--- src/rtl/cpu_types_pkg.sv ---
// rtl/cpu_types_pkg.sv - shared types for the direct-mapped instruction cache
// Tags are stored zero-extended to the widest tag (NFRAMES=2) so one frame type fits all sizes.
package cpu_types_pkg;

  typedef enum logic {
    IDLE  = 1'b0,
    FETCH = 1'b1
  } icache_state_t;

  localparam int ICACHE_MAX_TAGW = 29;

  typedef struct packed {
    logic                       valid;
    logic [ICACHE_MAX_TAGW-1:0] tag;
    logic [31:0]                data;
  } icache_frame_t;

  // Address split for the default 16-frame configuration.
  typedef struct packed {
    logic [25:0] tag;
    logic [3:0]  idx;
    logic [1:0]  bytoff;
  } icachef_t;

endpackage

--- src/rtl/icache_direct.sv ---
// rtl/icache_direct.sv - direct-mapped read-only instruction cache with single-word miss fill
// Optional hit/miss counters under ICACHE_STATS_EN.
module icache_direct
  import cpu_types_pkg::*;
#(
  parameter int NFRAMES = 16
) (
  input  logic        CLK,
  input  logic        RST,
  input  logic        imemREN,
  input  logic [31:0] imemaddr,
  output logic        ihit,
  output logic [31:0] imemload,
  output logic        iREN,
  output logic [31:0] iaddr,
`ifdef ICACHE_STATS_EN
  output logic [31:0] hit_count,
  output logic [31:0] miss_count,
`endif
  input  logic [31:0] iload,
  input  logic        iwait
);

  localparam int IDXW = $clog2(NFRAMES);

  icache_state_t             state_q, state_d;
  logic [29:0]               fetch_addr_q, fetch_addr_d;
  icache_frame_t             frame_q [NFRAMES];
  logic                      fill_en;

  logic [IDXW-1:0]           req_idx;
  logic [ICACHE_MAX_TAGW-1:0] req_tag;
  logic [IDXW-1:0]           fetch_idx;
  logic [ICACHE_MAX_TAGW-1:0] fetch_tag;
  logic                      hit;
  logic                      unused_bytoff;

  assign unused_bytoff = ^imemaddr[1:0];

  assign req_idx   = imemaddr[IDXW+1:2];
  assign req_tag   = ICACHE_MAX_TAGW'(imemaddr[31:IDXW+2]);
  assign fetch_idx = fetch_addr_q[IDXW-1:0];
  assign fetch_tag = ICACHE_MAX_TAGW'(fetch_addr_q[29:IDXW]);

  // No bypass of fill data: hits are only reported from the array while idle.
  assign hit = imemREN && (state_q == IDLE) && frame_q[req_idx].valid
               && (frame_q[req_idx].tag == req_tag);

  assign ihit     = hit;
  assign imemload = hit ? frame_q[req_idx].data : 32'h0;
  assign iREN     = (state_q == FETCH);
  assign iaddr    = (state_q == FETCH) ? {fetch_addr_q, 2'b00} : 32'h0;

  always_comb begin
    state_d      = state_q;
    fetch_addr_d = fetch_addr_q;
    fill_en      = 1'b0;
    case (state_q)
      IDLE: begin
        if (imemREN && !hit) begin
          state_d      = FETCH;
          fetch_addr_d = imemaddr[31:2];
        end
      end
      FETCH: begin
        if (!iwait) begin
          state_d = IDLE;
          fill_en = 1'b1;
        end
      end
      default: state_d = IDLE;
    endcase
  end

  always_ff @(posedge CLK) begin
    if (RST) begin
      state_q      <= IDLE;
      fetch_addr_q <= '0;
      for (int i = 0; i < NFRAMES; i++) begin
        frame_q[i].valid <= 1'b0;
      end
    end else begin
      state_q      <= state_d;
      fetch_addr_q <= fetch_addr_d;
      if (fill_en) begin
        frame_q[fetch_idx] <= '{valid: 1'b1, tag: fetch_tag, data: iload};
      end
    end
  end

`ifdef ICACHE_STATS_EN
  logic [31:0] hit_count_q, miss_count_q;

  always_ff @(posedge CLK) begin
    if (RST) begin
      hit_count_q  <= '0;
      miss_count_q <= '0;
    end else begin
      if (hit) hit_count_q <= hit_count_q + 32'd1;
      if ((state_q == IDLE) && (state_d == FETCH)) miss_count_q <= miss_count_q + 32'd1;
    end
  end

  assign hit_count  = hit_count_q;
  assign miss_count = miss_count_q;
`endif

endmodule

--- config.mk ---
export PLATFORM = sky130hd
export DESIGN_NAME = icache_direct
export DESIGN_NICKNAME = d
export VERILOG_FILES = /design/src/rtl/cpu_types_pkg.sv /design/src/rtl/icache_direct.sv
export SDC_FILE = /design/constraint.sdc
export NUM_CORES = 1
export LEC_CHECK = 0
export CORE_ASPECT_RATIO = 1.75
export CORE_MARGIN = 5
export CORE_UTILIZATION = 45
export DETAILED_ROUTE_END_ITERATION = 10
export PLACE_DENSITY = 0.66
export SYNTH_ARGS = -nofsm -noshare
export SYNTH_HDL_FRONTEND = slang
export SYNTH_SLANG_ARGS = --single-unit
--- constraint.sdc ---
create_clock -name CLK -period 6.16 [get_ports CLK]
set_input_delay 1.232 -clock CLK [delete_from_list [all_inputs] [get_ports CLK]]
set_output_delay 1.232 -clock CLK [all_outputs]
set_load 0.02 [all_outputs]
==> summary.txt, run 1 <==
Worst setup path
  – Cell family with most CP delay: buffers and inverters
  – Worst-path fanout max: 21
  – CP dominant cell by count: buf_4
  – Setup CP Type: primary input to primary output
  – Worst path bufs/invs: 7
  – Setup slack, reg-to-reg: 2.64 ns
  – Slowest cell on crit path: mux4_2
  – Req. time, crit path: 4.93 ns
  – Worst path depth: 15
  – RR Startpoint: frame_q[7][49]
  – Worst setup EP type: primary output
  – Worst setup SP type: primary input
  – CP arrival: 4.66 ns
  – CP peak stage delay: 0.52 ns
  – Worst path cell trace: buf_8, buf_12, mux4_2, mux2i_1, mux2i_1, xor2_1, nor4_2, buf_4, nand4_1, buf_4, or3_4, buf_12, buf_4, nor2b_1, buf_4
  – Reg2Reg Depth: 9
  – FF-to-FF End: fetch_addr_q[24]

CTS
  – CTS tree: built
  – CTS Buffer Depth: 3
  – TritonCTS buffer count: 81
  – H-tree depth: 3
  – Clock sink count: 975
  – Clock Latency Late Sink: 0.65 ns
  – Hold_buf cts: 0
  – Clock tree root buffer cell: clkbuf_16
  – Clock transition at the registers of the reported paths: 0.07 ns

Synth
  – Main combinational cell family by area after synthesis: multiplexers
  – Post-synth top flop: edfxtp_1
  – Register area share after synthesis: 75.9%
  – #FFs+latches synth: 975
  – Synth Area in Adders: 0%
  – Syn Area/Cell: 22.2 um^2
  – Multiplexer share of the synthesized area: 18.0%
  – Synth Area in XOR/XNOR: 0.646%
  – Syn Inst Count: 1,713
  – Post-synth ARST share: 0%
  – Cell area after synthesis: 38,000 um^2
  – Synth unique cells: 47
  – EDFF count, synth: 928
  – Synth Area in Compound Gates: 0.956%
  – Synth Area in Simple Gates: 2.99%
  – Yosys Warn Count: 0

Global routing
  – Gr usage total: 19.4%
  – Vias in the first global route: 19,076
  – Grt total ovfl: 0
  – Initial antenna violation count: 7
  – Global-route wire length before repair: 129 mm
  – Largest net degree at the start of global routing: 59

Floorplanning
  – Initial Util: 45.1%
  – Core area: 84,200 um^2
  – Die area: 90,500 um^2
  – Top-level port count: 134
  – DIE HEIGHT: 394 um
  – Chip width: 230 um
  – Row count: 141

Routing
  – DR vias: 17,929
  – Detailed Route Iter0 Violations: 1,643
  – Routed WL: 87.9 mm
  – Drc violations: 0
  – Antenna Nets Post-Route: 0
  – Drt pass-1 iters: 5
  – WL/cell: 28.6 um
  – Vias/cell: 5.84

Hold path
  – Hold Path Sink: frame_q[10][58]
  – Hold depth: 2
  – Hold_sp: frame_q[10][58]
  – Hold Path Class: flop to flop

Power
  – Switching pwr: 0.00270 W
  – Power share of the combinational group: 5.1%
  – Sequential share of power: 56.3%
  – Switching share of power: 20.7%
  – Maximum VDD drop: 0.000181 V
  – PD cells: 298 nW/um^2
  – Int Pwr: 0.0103 W
  – LEAKAGE: 13.8 nW
  – Power share of the clock group: 38.6%

Status
  – Outcome: complete, no violations

Placement
  – IO Port Bufs: 129
  – Routability congestion estimate: 0.799
  – Placed Area: 41,200 um^2
  – Placed wire-length estimate: 48.8 mm

Final layout
  – Fillers: 6,395
  – Most common cell after layout, fill and taps aside: edfxtp_1
  – Fin area: 43,800 um^2
  – Syn-to-layout area delta: 15.3%
  – Fraction of layout cells with a size suffix above 1: 25.9%
  – Most frequent cells in the layout: edfxtp_1 (928), mux4_2 (261), clkdlybuf4s50_1 (91)
  – Nets@finish: 2,000
  – Fin util: 52.0%

STA
  – Clock skew: 0.0225 ns
  – Fmax: 170 MHz
  – Unrepaired setup endpoints after global routing: false
  – Max Slew Vio Count: 0
  – Slew margin rel.: 36.3%
  – Final setup violation count: 0
  – Sum Neg Setup Slack: 0 ns
  – Worst-margin pin slew: 0.953 ns
  – Hold Vio Cnt, Final: 0
  – Tcrit/Tclk final: 95.6%
  – Fin crit period: 5.89 ns

Job
  – Max Cap Viol: 0
-- worst register-to-register path: stages, from the launching register on --
cell	delay, ns
edfxtp_1	0.37
mux4_2	0.49
mux4_2	0.53
xor2_1	0.51
nor3_1	0.14
nand4_1	0.12
buf_4	0.15
o311a_2	0.59
buf_4	0.36
mux2i_1	0.21
-- per-stage QoR --
stage / power (W) / hold slack (ns) / instances / worst slack [ns]
2_1_floorplan: 0.00788 / 0.437 / 1714 / 0.752
3_3_place_gp: 0.00815 / 0.447 / 2921 / -0.105
3_5_place_dp: 0.00817 / 0.452 / 2921 / -0.161
4_1_cts: 0.0132 / 0.463 / 3068 / 0.0320
5_1_grt: 0.0135 / 0.493 / 3068 / 0.103
6_report: 0.0131 / 0.466 / 3071 / 0.268
-- sequential cells by signal (all words and copies together), names as in the netlist --
name          cells
iREN              1
fetch_addr_q     30
frame_q         944
-- worst max-delay path by stage --
| stage | startpoint | endpoint | slack, ns |
|---|---|---|---|
| floorplan | imemaddr[2] | imemload[10] | 0.75 |
| global placement | imemaddr[4] | imemload[8] | -0.10 |
| detailed placement | imemaddr[4] | imemload[29] | -0.16 |
| CTS | imemaddr[4] | imemload[0] | 0.03 |
| global route | imemaddr[2] | imemload[11] | 0.10 |
| finish | imemaddr[4] | imemload[12] | 0.27 |
-- area by class of cell --
type / instances / area (um^2) / share of cell area [%]
Antenna cell: 3 / 7.51 / 0.0171
Inverter: 22 / 85.1 / 0.194
Tap cell: 1072 / 1340 / 3.06
Timing Repair Buffer: 231 / 2280 / 5.21
Clock inverter: 47 / 410 / 0.937
Multi-Input combinational cell: 621 / 8710 / 19.9
Sequential cell: 975 / 28800 / 65.8
Clock buffer: 100 / 2140 / 4.89
-- synth_stat cells, types with 7 or more instances --
| master | instances | area share, % |
|---|---|---|
| and2_1 | 32 | 0.53 |
| buf_2 | 26 | 0.34 |
| buf_4 | 9 | 0.18 |
| clkbuf_1 | 49 | 0.48 |
| dfxtp_1 | 47 | 2.5 |
| edfxtp_1 | 928 | 73 |
| inv_1 | 21 | 0.21 |
| mux2i_1 | 78 | 2.1 |
| mux4_2 | 261 | 15 |
| nand2_1 | 8 | 0.079 |
| nand2b_1 | 67 | 1.1 |
| nand3_1 | 7 | 0.092 |
| nor2_1 | 23 | 0.23 |
| nor2b_1 | 36 | 0.59 |
| o22ai_1 | 22 | 0.36 |
| xor2_1 | 22 | 0.51 |
-- power groups by stage --
stage                     sequential (W)  clock, W  combinational (W)
after floorplan                  0.00747         0           0.000406
after global placement           0.00749         0           0.000656
after detailed placement         0.00750         0           0.000667
after CTS                        0.00735   0.00516           0.000671
after global routing             0.00736   0.00542           0.000707
final                            0.00735   0.00504           0.000661
-- per-layer routing --
| layer | global-route usage [%] | part of all wire, % | vias to the layer above |
|---|---|---|---|
| met5 | 0 | 0.082 | - |
| met4 | 5.96 | 2.8 | 10 |
| met3 | 3.59 | 5.9 | 151 |
| met2 | 33.4 | 52 | 597 |
| met1 | 25.2 | 39 | 9636 |
| li1 | - | - | 7535 |
-- cell families (layout without fill, tap and decap cells) --
family | count (synthesis) | count (layout)
simple gates | 193 | 193
other cells | 1 | 5
compound gates | 52 | 52
xor+xnor | 28 | 28
flops | 975 | 975
buf+inv | 118 | 400
mux | 346 | 346
-- what timing repair did --
item                                    in CTS  in global routing
resized for setup                           29                  5
pin swaps                                    0                  1
endpoints found under the setup margin      31                  3
setup buffers                                0                  0
No activity file was read; power rests on OpenSTA's default activity.
==> inputs of run 2 (changes only) <==
Settings changed: CTS_CLUSTER_SIZE set to 24, GPL_ROUTABILITY_DRIVEN set to 1.
Clock period 6.16 ns to 5.54 ns, I/O delays scaled along.
==> summary.txt, run 2 (synthesis results as in run 1) <==
Status
  – Outcome: complete, no violations

STA
  – Fin crit period: 5.42 ns
  – Slew margin rel.: 30.3%
  – Tcrit/Tclk final: 97.9%
  – Max Slew Vio Count: 0
  – Fmax: 184 MHz
  – Unrepaired setup endpoints after global routing: false
  – Worst-margin pin slew: 1.04 ns
  – Final setup violation count: 0
  – Sum Neg Setup Slack: 0 ns
  – Hold Worst Slack: 0.462 ns
  – Hold Vio Cnt, Final: 0
  – Clock skew: 0.0193 ns

CTS
  – Clock Latency Late Sink: 0.64 ns
  – CTS tree: built
  – Clock sink count: 975
  – TritonCTS buffer count: 82
  – H-tree depth: 3
  – Hold_buf cts: 0
  – Clock transition at the registers of the reported paths: 0.06 ns
  – CTS Buffer Depth: 3
  – Clock tree root buffer cell: clkbuf_16

Worst setup path
  – Req. time, crit path: 4.43 ns
  – Worst-path fanout max: 16
  – Worst path bufs/invs: 5
  – CP arrival: 4.32 ns
  – Worst path depth: 12
  – CP dominant cell by count: buf_4
  – RR Startpoint: frame_q[11][44]
  – Setup slack, reg-to-reg: 2.13 ns
  – Cell family with most CP delay: multiplexers
  – FF-to-FF End: fetch_addr_q[11]
  – CP peak stage delay: 0.51 ns
  – Setup CP Type: primary input to primary output
  – Slowest cell on crit path: mux4_2
  – Reg2Reg Depth: 8
  – Worst setup EP type: primary output
  – Worst setup SP type: primary input
  – Setup crit start: imemaddr[2]
  – Worst path cell trace: buf_12, buf_12, mux4_2, mux4_2, xor2_1, nor3_1, nand4_1, buf_4, or3_4, buf_4, nor2b_1, buf_4

Power
  – LEAKAGE: 14.0 nW
  – Sequential share of power: 55.1%
  – Switching pwr: 0.00298 W
  – Power Total: 0.0148 W
  – Switching share of power: 20.1%
  – Power share of the combinational group: 5.1%
  – Power share of the clock group: 39.8%
  – PD cells: 336 nW/um^2
  – Int Pwr: 0.0119 W
  – Maximum VDD drop: 0.000201 V

Global routing
  – Vias in the first global route: 19,118
  – Global-route wire length before repair: 128 mm
  – Gr usage total: 19.2%
  – Initial antenna violation count: 8
  – Grt total ovfl: 0
  – Largest net degree at the start of global routing: 68

Floorplanning
  – Initial Util: 45.1%
  – Chip width: 230 um
  – Die area: 90,500 um^2
  – DIE HEIGHT: 394 um
  – Core area: 84,200 um^2
  – Row count: 141
  – Top-level port count: 134

Hold path
  – Hold depth: 2
  – Hold Path Class: flop to flop
  – Hold Path Sink: frame_q[9][58]
  – Hold_sp: frame_q[9][58]

Placement
  – Placed wire-length estimate: 49.4 mm
  – Routability congestion estimate: 0.805
  – Placed cells: 2,951
  – IO Port Bufs: 129

Final layout
  – Most frequent cells in the layout: edfxtp_1 (928), mux4_2 (261), buf_4 (116)
  – Fin util: 52.5%
  – Number of flip-flops in the largest register: 944
  – Syn-to-layout area delta: 16.3%
  – Layout Cells excl Fill: 3,104
  – Largest Register: frame_q
  – Nets@finish: 2,034
  – Most common cell after layout, fill and taps aside: edfxtp_1
  – Fraction of layout cells with a size suffix above 1: 28.7%
  – Fillers: 6,281

Routing
  – Drt pass-1 iters: 5
  – Detailed Route Iter0 Violations: 1,471
  – Drc violations: 0
  – DR vias: 18,016
  – Routed WL: 87.1 mm
  – Vias/cell: 5.80
  – WL/cell: 28.1 um
  – Antenna Nets Post-Route: 0

Job
  – Max Cap Viol: 0
run 2: worst max-delay path by stage:
stage	end	slack, ns
after floorplan	imemload[10]	0.38
after global placement	imemload[5]	-0.44
after detailed placement	imemload[11]	-0.43
after CTS	imemload[11]	-0.007
after global routing	imemload[13]	0.007
final	imemload[29]	0.12
run 2: layout make-up:
type / count / area (um^2) / share of cell area, %
well taps: 1072 / 1340 / 3.04
diodes: 5 / 12.5 / 0.0283
inverters: 22 / 85.1 / 0.193
repair buffers: 264 / 2490 / 5.63
clock inverters: 44 / 494 / 1.12
multi-input cells: 621 / 8710 / 19.7
clock buffers: 101 / 2230 / 5.05
flip-flops and latches: 975 / 28800 / 65.2
run 2: power groups by stage:
stage          combinational [W]  sequential (W)  clock (W)
5_1_grt                 0.000813         0.00818    0.00632
6_report                0.000762         0.00818    0.00590
4_1_cts                 0.000769         0.00818    0.00602
3_3_place_gp            0.000747         0.00833          0
2_1_floorplan           0.000452         0.00831          0
3_5_place_dp            0.000759         0.00834          0
run 2: what timing repair did:
item | in CTS | in global routing
endpoints found under the setup margin | 32 | 32
resized for setup | 89 | 43
buffers inserted | 1 | 0
cloned | 1 | 1
run 2: routing by layer:
| metal | global-route usage (%) | up-vias | share of wire (%) |
|---|---|---|---|
| met5 | 0 | - | 0.055 |
| met4 | 5.89 | 8 | 2.8 |
| met3 | 3.32 | 138 | 5.4 |
| met2 | 33.2 | 554 | 52 |
| met1 | 25.0 | 9711 | 39 |
| li1 | - | 7605 | - |
run 2: worst reg2reg max path, delay by kind of cell (launching register included):
kind | cells | cell delay (ns)
simple gates | 2 | 1.01
flops | 1 | 0.36
buf+inv | 1 | 0.31
mux | 2 | 0.73
compound gates | 3 | 0.85
run 2: through the flow:
| stage | instance area (um^2) | setup slack (ns) |
|---|---|---|
| after floorplan | 38000 | 0.380 |
| after global placement | 41500 | -0.439 |
| after detailed placement | 41500 | -0.433 |
| after CTS | 44300 | -0.00660 |
| after global routing | 44200 | 0.00720 |
| final | 44200 | 0.116 |
